<file path="config.mk">
export PLATFORM = sky130hd
export DESIGN_NAME = ds_msg_sender
export DESIGN_NICKNAME = d
export VERILOG_FILES = /design/src/rtl/ds_msg_sender.sv
export SDC_FILE = /design/constraint.sdc
export NUM_CORES = 1
export LEC_CHECK = 0
export BUFFER_PORTS_ARGS = -buffer_cell sky130_fd_sc_hd__buf_4
export CAP_MARGIN = 20
export CELL_PAD_IN_SITES_DETAIL_PLACEMENT = 1
export CELL_PAD_IN_SITES_GLOBAL_PLACEMENT = 2
export CORE_MARGIN = 5
export CORE_UTILIZATION = 27
export CTS_CLUSTER_DIAMETER = 80
export DETAILED_ROUTE_END_ITERATION = 7
export GPL_TIMING_DRIVEN = 0
export PLACE_DENSITY = 0.9
export RECOVER_POWER = 25
export SYNTH_ARGS = -nofsm -noshare
export SYNTH_HDL_FRONTEND = slang
export SYNTH_SLANG_ARGS = --single-unit
</file>
<file path="constraint.sdc">
create_clock -name clk -period 3.3 [get_ports clk]
set_clock_uncertainty 0.15 [all_clocks]
set_input_delay 0.825 -clock clk [delete_from_list [all_inputs] [get_ports clk]]
set_output_delay 0.825 -clock clk [all_outputs]
set_load 0.1 [all_outputs]
</file>
<file path="src/rtl/ds_msg_sender.sv">
// Round-robin multi-beat NoC data-stream traffic source driving the TX side of a horizontal NAP.
// Optional stall counter is built only when DS_MSG_SENDER_STALL_CNT_EN is defined.
module ds_msg_sender #(
    parameter int DATA_WIDTH = 256,
    parameter int ADDR_WIDTH = 4,
    parameter int NUM_DEST   = 4,
    parameter int BEATS_W    = 4
) (
    input  logic                         clk,
    input  logic                         reset,
    input  logic                         enable,
    input  logic [31:0]                  interval,
    input  logic [BEATS_W-1:0]           beats,
    input  logic [NUM_DEST*ADDR_WIDTH-1:0] dest_addr,
    input  logic [NUM_DEST-1:0]          dest_mask,
    output logic                         ds_valid,
    input  logic                         ds_ready,
    output logic [DATA_WIDTH-1:0]        ds_data,
    output logic [ADDR_WIDTH-1:0]        ds_addr,
    output logic                         ds_sop,
    output logic                         ds_eop,
    output logic                         busy,
    output logic [31:0]                  msgs_sent,
    output logic [31:0]                  stall_cycles
);
    localparam int IDX_W = (NUM_DEST > 1) ? $clog2(NUM_DEST) : 1;

    typedef enum logic [1:0] {
        IDLE = 2'd0,
        WAIT = 2'd1,
        SEND = 2'd2
    } state_t;

    state_t               state;
    logic [31:0]          cnt;
    logic [31:0]          seq;
    logic [IDX_W-1:0]     ptr;
    logic [IDX_W-1:0]     dest_idx;
    logic [BEATS_W-1:0]   beat_idx;
    logic [BEATS_W-1:0]   beat_last;
    logic [IDX_W-1:0]     sel;
    logic [IDX_W-1:0]     next_ptr;
    logic [ADDR_WIDTH-1:0] sel_addr;
    logic [BEATS_W-1:0]   req_last;
    logic                 more;

    // First eligible slot at or after start, searching upward with wrap.
    function automatic logic [IDX_W-1:0] pick_dest(input logic [NUM_DEST-1:0] mask,
                                                   input logic [IDX_W-1:0]    start);
        logic [IDX_W-1:0] res;
        logic [IDX_W-1:0] idx;
        logic             found;
        res   = '0;
        found = 1'b0;
        for (int i = 0; i < NUM_DEST; i++) begin
            idx = IDX_W'((int'(start) + i) % NUM_DEST);
            if (!found && mask[idx]) begin
                res   = idx;
                found = 1'b1;
            end
        end
        return res;
    endfunction

    // Payload layout: seq in the low word so a byte-wide LED receiver still sees seq[7:0].
    function automatic logic [DATA_WIDTH-1:0] make_data(input logic [31:0] s,
                                                        input logic [7:0]  b,
                                                        input logic [7:0]  d);
        logic [DATA_WIDTH-1:0] v;
        v        = '0;
        v[31:0]  = s;
        v[39:32] = b;
        v[47:40] = d;
        return v;
    endfunction

    // Destination choice, its address and the latched last-beat index.
    always_comb begin
        sel      = pick_dest(dest_mask, ptr);
        next_ptr = (int'(sel) == NUM_DEST - 1) ? IDX_W'(0) : sel + IDX_W'(1);
        sel_addr = '0;
        for (int k = 0; k < NUM_DEST; k++) begin
            sel_addr = (sel == IDX_W'(k)) ? dest_addr[k*ADDR_WIDTH +: ADDR_WIDTH] : sel_addr;
        end
        req_last = (beats == '0) ? '0 : beats - BEATS_W'(1);
        more     = enable && (dest_mask != '0);
    end

    // Message sequencing FSM with registered stream outputs.
    always_ff @(posedge clk) begin
        if (reset) begin
            state     <= IDLE;
            cnt       <= 32'd0;
            seq       <= 32'd0;
            ptr       <= '0;
            dest_idx  <= '0;
            beat_idx  <= '0;
            beat_last <= '0;
            busy      <= 1'b0;
            ds_valid  <= 1'b0;
            ds_sop    <= 1'b0;
            ds_eop    <= 1'b0;
            ds_data   <= '0;
            ds_addr   <= '0;
            msgs_sent <= 32'd0;
        end else begin
            case (state)
                IDLE: begin
                    if (more) begin
                        state <= WAIT;
                        cnt   <= interval;
                        busy  <= 1'b1;
                    end else begin
                        state <= IDLE;
                    end
                end
                WAIT: begin
                    if (dest_mask == '0) begin
                        state <= IDLE;
                        busy  <= 1'b0;
                    end else if (cnt == 32'd0) begin
                        state     <= SEND;
                        ds_valid  <= 1'b1;
                        ds_sop    <= 1'b1;
                        ds_eop    <= (req_last == '0);
                        ds_addr   <= sel_addr;
                        ds_data   <= make_data(seq, 8'd0, 8'(sel));
                        dest_idx  <= sel;
                        beat_idx  <= '0;
                        beat_last <= req_last;
                        ptr       <= next_ptr;
                    end else begin
                        cnt <= cnt - 32'd1;
                    end
                end
                SEND: begin
                    if (ds_ready) begin
                        if (beat_idx == beat_last) begin
                            ds_valid  <= 1'b0;
                            ds_sop    <= 1'b0;
                            ds_eop    <= 1'b0;
                            seq       <= seq + 32'd1;
                            msgs_sent <= msgs_sent + 32'd1;
                            if (more) begin
                                state <= WAIT;
                                cnt   <= interval;
                            end else begin
                                state <= IDLE;
                                busy  <= 1'b0;
                            end
                        end else begin
                            beat_idx <= beat_idx + BEATS_W'(1);
                            ds_data  <= make_data(seq, 8'(beat_idx + BEATS_W'(1)), 8'(dest_idx));
                            ds_sop   <= 1'b0;
                            ds_eop   <= ((beat_idx + BEATS_W'(1)) == beat_last);
                        end
                    end else begin
                        state <= SEND;
                    end
                end
                default: begin
                    state    <= IDLE;
                    busy     <= 1'b0;
                    ds_valid <= 1'b0;
                end
            endcase
        end
    end

`ifdef DS_MSG_SENDER_STALL_CNT_EN
    logic [31:0] stall_cnt;

    // Saturating count of presented-but-refused beats.
    always_ff @(posedge clk) begin
        if (reset) begin
            stall_cnt <= 32'd0;
        end else if (ds_valid && !ds_ready && (stall_cnt != 32'hFFFF_FFFF)) begin
            stall_cnt <= stall_cnt + 32'd1;
        end else begin
            stall_cnt <= stall_cnt;
        end
    end

    assign stall_cycles = stall_cnt;
`else
    assign stall_cycles = 32'd0;
`endif

endmodule

</file>
Word-level counts from Yosys, hierarchy flattened
Index checks and enable logic that the tools add are counted.
- bits in registers: 374
- bits of input ports: 60
- logic and storage cells: 134
- output and inout port bits: 328
- $lt $le $gt $ge: 4
- bitwise gates (word level): 2
- muxes and demuxes: 61
- reduce and logical (&&, ||, !) cells: 24
- add/sub/neg operators: 10
- equality and inequality tests: 19
- operators by type and width (cell ; count):
    $mux 256 ; 4
    $pmux 256 s2 ; 1
    $mux 32 ; 5
    $pmux 32 s3 ; 1
    $add 32x1->32 const B ; 2
    $mux 4 ; 9
    $logic_not 32->1 ; 1
    $sub 32x1->32 const B ; 1
    $mux 1 ; 22
    $reduce_and 5->1 ; 4
    $mux 2 ; 9
    $ne 2x2->1 const B ; 9
    $logic_not 4->1 ; 3
    $lt 2x3->1 const B ; 4
    $bmux 1 s2 ; 4
    $eq 4x4->1 ; 2
    $pmux 4 s2 ; 1
    $eq 2x1->1 const B ; 3
    $eq 2x2->1 const B ; 3
    $ne 3x3->1 const B ; 2
    $pmux 1 s3 ; 2
    $pmux 2 s3 ; 1
    $reduce_and 3->1 ; 2
    $add 4x1->5 const B ; 1
    14 further kinds ; 24

Logic depth before layout (Yosys ltp)
- depth after elaboration: 17
- depth in mapped cells: 10
- depth with buffers taken out: 10

Worst setup path after synthesis
OpenSTA, ideal clock, no wires.
- kind: reg2reg
- from: register beat_idx[2]
- to: register msgs_sent[26]
- setup time: 0.121 ns
- clock period less this slack: 3.531 ns
- cell stages (with the launch flop): 8
- data arrival time: 3.260 ns
- path slack: -0.231 ns
- path buffers: 2
- data required time: 3.029 ns
- cell sequence: dfxtp_1 > xor2_1 > or4_4 > buf_6 > or4_4 > buf_6 > nor4_1 > mux2_2
- word-level cells in the longest chain between the ends: 2
- RTL lines (element ; line ; source):
    start, declared ; 39 ; logic [BEATS_W-1:0] beat_idx;
    start signal, assigned ; 152 ; beat_idx <= beat_idx + BEATS_W'(1);
    $eq 4x4->1 ; 138 ; if (beat_idx == beat_last) begin
    $reduce_and 3->1 (no source line) ; -- ;
    end signal, assigned ; 143 ; msgs_sent <= msgs_sent + 32'd1;
    end, declared ; 23 ; output logic [31:0] msgs_sent,
No other way between the ends.
A chain may end at the register's enable or synchronous reset.

Worst setup path after layout
- from: register cnt[11]
- to: register dest_idx[0]
- word-level cells in the longest chain between the ends: 2
- RTL lines (element ; line ; source):
    start, declared ; 35 ; logic [31:0] cnt;
    start signal, assigned ; 111 ; cnt <= interval;
    start signal, assigned ; 133 ; cnt <= cnt - 32'd1;
    start signal, assigned ; 146 ; cnt <= interval;
    $logic_not 32->1 ; 121 ; end else if (cnt == 32'd0) begin
    $reduce_and 3->1 (no source line) ; -- ;
    end signal, assigned ; 128 ; dest_idx <= sel;
    end, declared ; 38 ; logic [IDX_W-1:0] dest_idx;
No other way between the ends.

==> metrics.md <==
| Metric | Value |
|---|---|
| Sw Ratio | 46.61% |
| CTS tree | built |
| Most frequent cells in the layout | buf_4 (335), conb_1 (249), dfxtp_1 (149) |
| Fin. max-slew vios | 0 |
| Sw power | 2.964 mW |
| CP Max Fanout | 10 |
| Hold Vio Cnt, Final | 0 |
| # port buffers | between 100 and 150 |
| Clock H-tree levels | 4 |
| Critical Path AT | 3.29 ns |
| RSZ-0062 raised after global routing | true |
| CP max stage delay | 0.56 ns |
| Share of the synthesized area in the top cell type | ~31% |
| Post-CTS Hold Buffers | 0 |
| Most used cell, CP | clkbuf_1 |
| Per-cell routed wire length | 17.65 um |
| First-pass GRT wire length | 58720 um |
| Routability cong. | between 0.9 and 1 |
| Post-synth ARST share | 0% |
| Crit path required time | between 3 and 4 ns |
| Number of top-level pins | ~390 |
| Hold wc startpoint | ds_addr[0] |
| Status | complete, no violations |
| Crit start category | flip-flop |
| CP Class | flip-flop to flip-flop |
| Layout area overhead | 30.90% |
| Die width | roughly 200 um |
| Largest net degree at the start of global routing | 18 |
| Lkg Pwr | between 5 and 6 nW |
| Total Wirelength | 37770 um |
| YS warnings | 0 |
| Hpwl dp | 29170 um |
| Power consumption | 6.360 mW |
| Layout cells sized above 1 | 24.00% |
| Fraction of power consumed by sequential logic | 31.1% |
| Die ar. | 0.04015 sq mm |
| Root Buffer | clkbuf_16 |
| GRT overflow | 0 |
| Max Cap Viol | 0 |
| Vias in the first global route | a little over 10k |
| 1st-iter DRT viols | roughly 660 |
| Longest Clk Path Bufs | 2 |
| Routed vias/inst | 4.718 |
| Post-synthesis instance total | approximately 1.3k |
| Critical path launch point | cnt[11] |
| Reg-to-reg startpoint | cnt[11] |
| DRC | 0 |
| Num rows | 69 |
| Minimum clock period | 3.149 ns |
| Worst Hold Class | flip-flop to flip-flop |
| Sequential area share after synthesis | 31.30% |
| Top post-synthesis cells by area | dfxtp_1 (31%), buf_4 (19%), a21oi_1 (5.8%) |
| Max-slew headroom at the worst pin | 11.86% |
| 1st-pass router iterations | 5 |
| Place WS | -0.4840 ns |
| Avg Cell Area, Syn | 7.785 sq um |
| Worst-margin pin slew | around 1.3 ns |
| Final #Nets | 1734 |
| Mapped Area | between 0.009 and 0.01 sq mm |
| Cell variety after synth | 62 |
| Register bit total from synthesis | about 150 |
| Routed Antenna Nets | 0 |
| Clk pwr share | 31.1% |
| Pint | 3.396 mW |
| Clock Sinks | 153 |
| Inserted Clock Buffers | 17 |
| Critical Path End Type | flip-flop |
| Combinational Power Share | 37.8% |
| Vias | 10.10k |
| Initial antenna violation count | 1 |
| Achievable Freq | ~0.32 GHz |
| Post-synth top flop | dfxtp_1 |
| CP Cell Sequence | or4_1, clkbuf_1, nor4_4, nand4_1, clkbuf_1, clkbuf_1, nand2_1, a21oi_1 |
| Setup ws final | 0.1509 ns |
| GRT Total Usage | between 10% and 20% |
| Clk_lat worst skew | 0.44 ns |
| Setup Viol. Count Final | 0 |
| PwrDens | 496.5 mW/mm^2 |
| Core region area | between 0.03 and 0.04 sq mm |
| Setup TNS | 0 ns |
| Number of synthesized flops with an enable pin | 0 |
| Synth area leader | dfxtp_1 |
| Peak supply drop | 0.0003711 V |
| Number of antenna diodes | 0 |
| Initial Util | a little over a quarter |
| CTS clk-pin slew, worst paths | 0.07 ns |
| Final period utilization | between 90% and 100% |
| Slowest stage cell, crit path | or4_1 |
| Commonest non-fill, non-tap cell in the layout | buf_4 |
| Die height | roughly 200 um |
==> synthesized netlist by cell type, types with 3 or more instances <==
| cell type | number |
|---|---|
| and2_1 | 6 |
| a22oi_1 | 5 |
| nor2_1 | 69 |
| inv_1 | 26 |
| nor4_1 | 24 |
| nand2b_1 | 7 |
| nand3_1 | 72 |
| dfxtp_1 | 153 |
| or3_1 | 21 |
| o211ai_1 | 7 |
| nand2_1 | 83 |
| o31ai_1 | 44 |
| and3_1 | 7 |
| xnor2_1 | 20 |
| a211oi_1 | 5 |
| nand4_1 | 20 |
| buf_2 | 4 |
| nor4_2 | 3 |
| o311ai_0 | 21 |
| nor2b_1 | 9 |
| or2_2 | 4 |
| o21ai_0 | 62 |
| a2bb2oi_1 | 3 |
| ha_1 | 8 |
| nand3b_1 | 3 |
| or4_1 | 30 |
| o41ai_1 | 5 |
| a21oi_1 | 114 |
| a32oi_1 | 4 |
| a221oi_1 | 7 |
| nor4b_1 | 4 |
| buf_4 | 249 |
| xor2_1 | 10 |
| buf_1 | 6 |
| nor3_1 | 35 |
| mux2_2 | 3 |
| clkbuf_1 | 62 |
| a31oi_1 | 7 |
==> registers in the layout (all words and copies together), names as in the netlist, 2 cells and up <==
register / count
ds_addr: 4
seq: 32
ptr: 2
beat_last: 4
beat_idx: 3
cnt: 32
ds_data: 36
dest_idx: 2
msgs_sent: 32
state: 2
==> metal layers <==
metal | track usage [%] | routed length, um | up-vias
met3 | 5.951 | 3113 | 45
met5 | 0 | 9 | -
li1 | - | - | 4842
met4 | 4.720 | 736 | 2
met1 | 21.81 | 15580 | 4834
met2 | 30.85 | 18330 | 373
==> power by group through the flow <==
stage | logic, mW | registers (mW) | clock network (mW)
after floorplan | 1.99 | 2.01 | 0
after global placement | 2.32 | 2.01 | 0
after detailed placement | 2.33 | 2.01 | 0
after CTS | 2.35 | 1.97 | 2.01
after global routing | 2.50 | 1.98 | 2.09
final | 2.41 | 1.98 | 1.98
==> critical path, delay by kind of cell, from the launching register on <==
kind                   cells  cell delay (ns)
flip-flops                 1             0.40
AO/OA/AOI/OAI              1             0.07
buffers and inverters      3             0.89
AND/OR/NAND/NOR            4             1.48
==> final timing paths <==
path | to | slack, ns | depth (start not counted)
worst max-delay path | dest_idx[0] | 0.15 | 8
worst max register to register | dest_idx[0] | 0.15 | 8
worst min-delay path | ds_addr[0] | 0.31 | 2
worst min register to register | ds_addr[0] | 0.31 | 2
==> cell families after synthesis <==
group	after synthesis	share of synthesized area (%)
AND/OR/NAND/NOR	406	21.70
buffers and inverters	349	23.14
AO/OA/AOI/OAI	305	19.56
flip-flops	153	31.30
XOR/XNOR	30	2.685
adder cells (fa/ha/maj)	8	1.023
multiplexers	5	0.5498
other	1	0.03832
==> metrics by stage <==
stage	instances	hold WS [ns]	util, %	instance area [sq um]
finish	2140	0.3076	35.93	12810
global placement	2104	0.2898	34.59	12330
CTS	2137	0.3135	36.38	12970
floorplan	1505	0.2812	-	10720
detailed placement	2104	0.3036	34.59	12330
global route	2140	0.3412	35.93	12810
==> final cells by class <==
type / count / area [sq um]
multi-input combinational: 1003 / 5458
timing repair buffer: 143 / 859.6
clock buffer: 17 / 425.4
fill: 4546 / 22850
tap: 461 / 576.8
clock inverter: 15 / 158.9
sequential: 153 / 3068
inverter: 26 / 97.59
buffer: 322 / 2166
==> repair_timing <==
item	4_1_cts	5_1_grt
gates resized for setup	9	5
pin swaps	1	2
endpoints found under the setup margin	78	48
setup buffers	1	4
hold endpoints to repair	0	0
(Power assumes the default switching activity.)
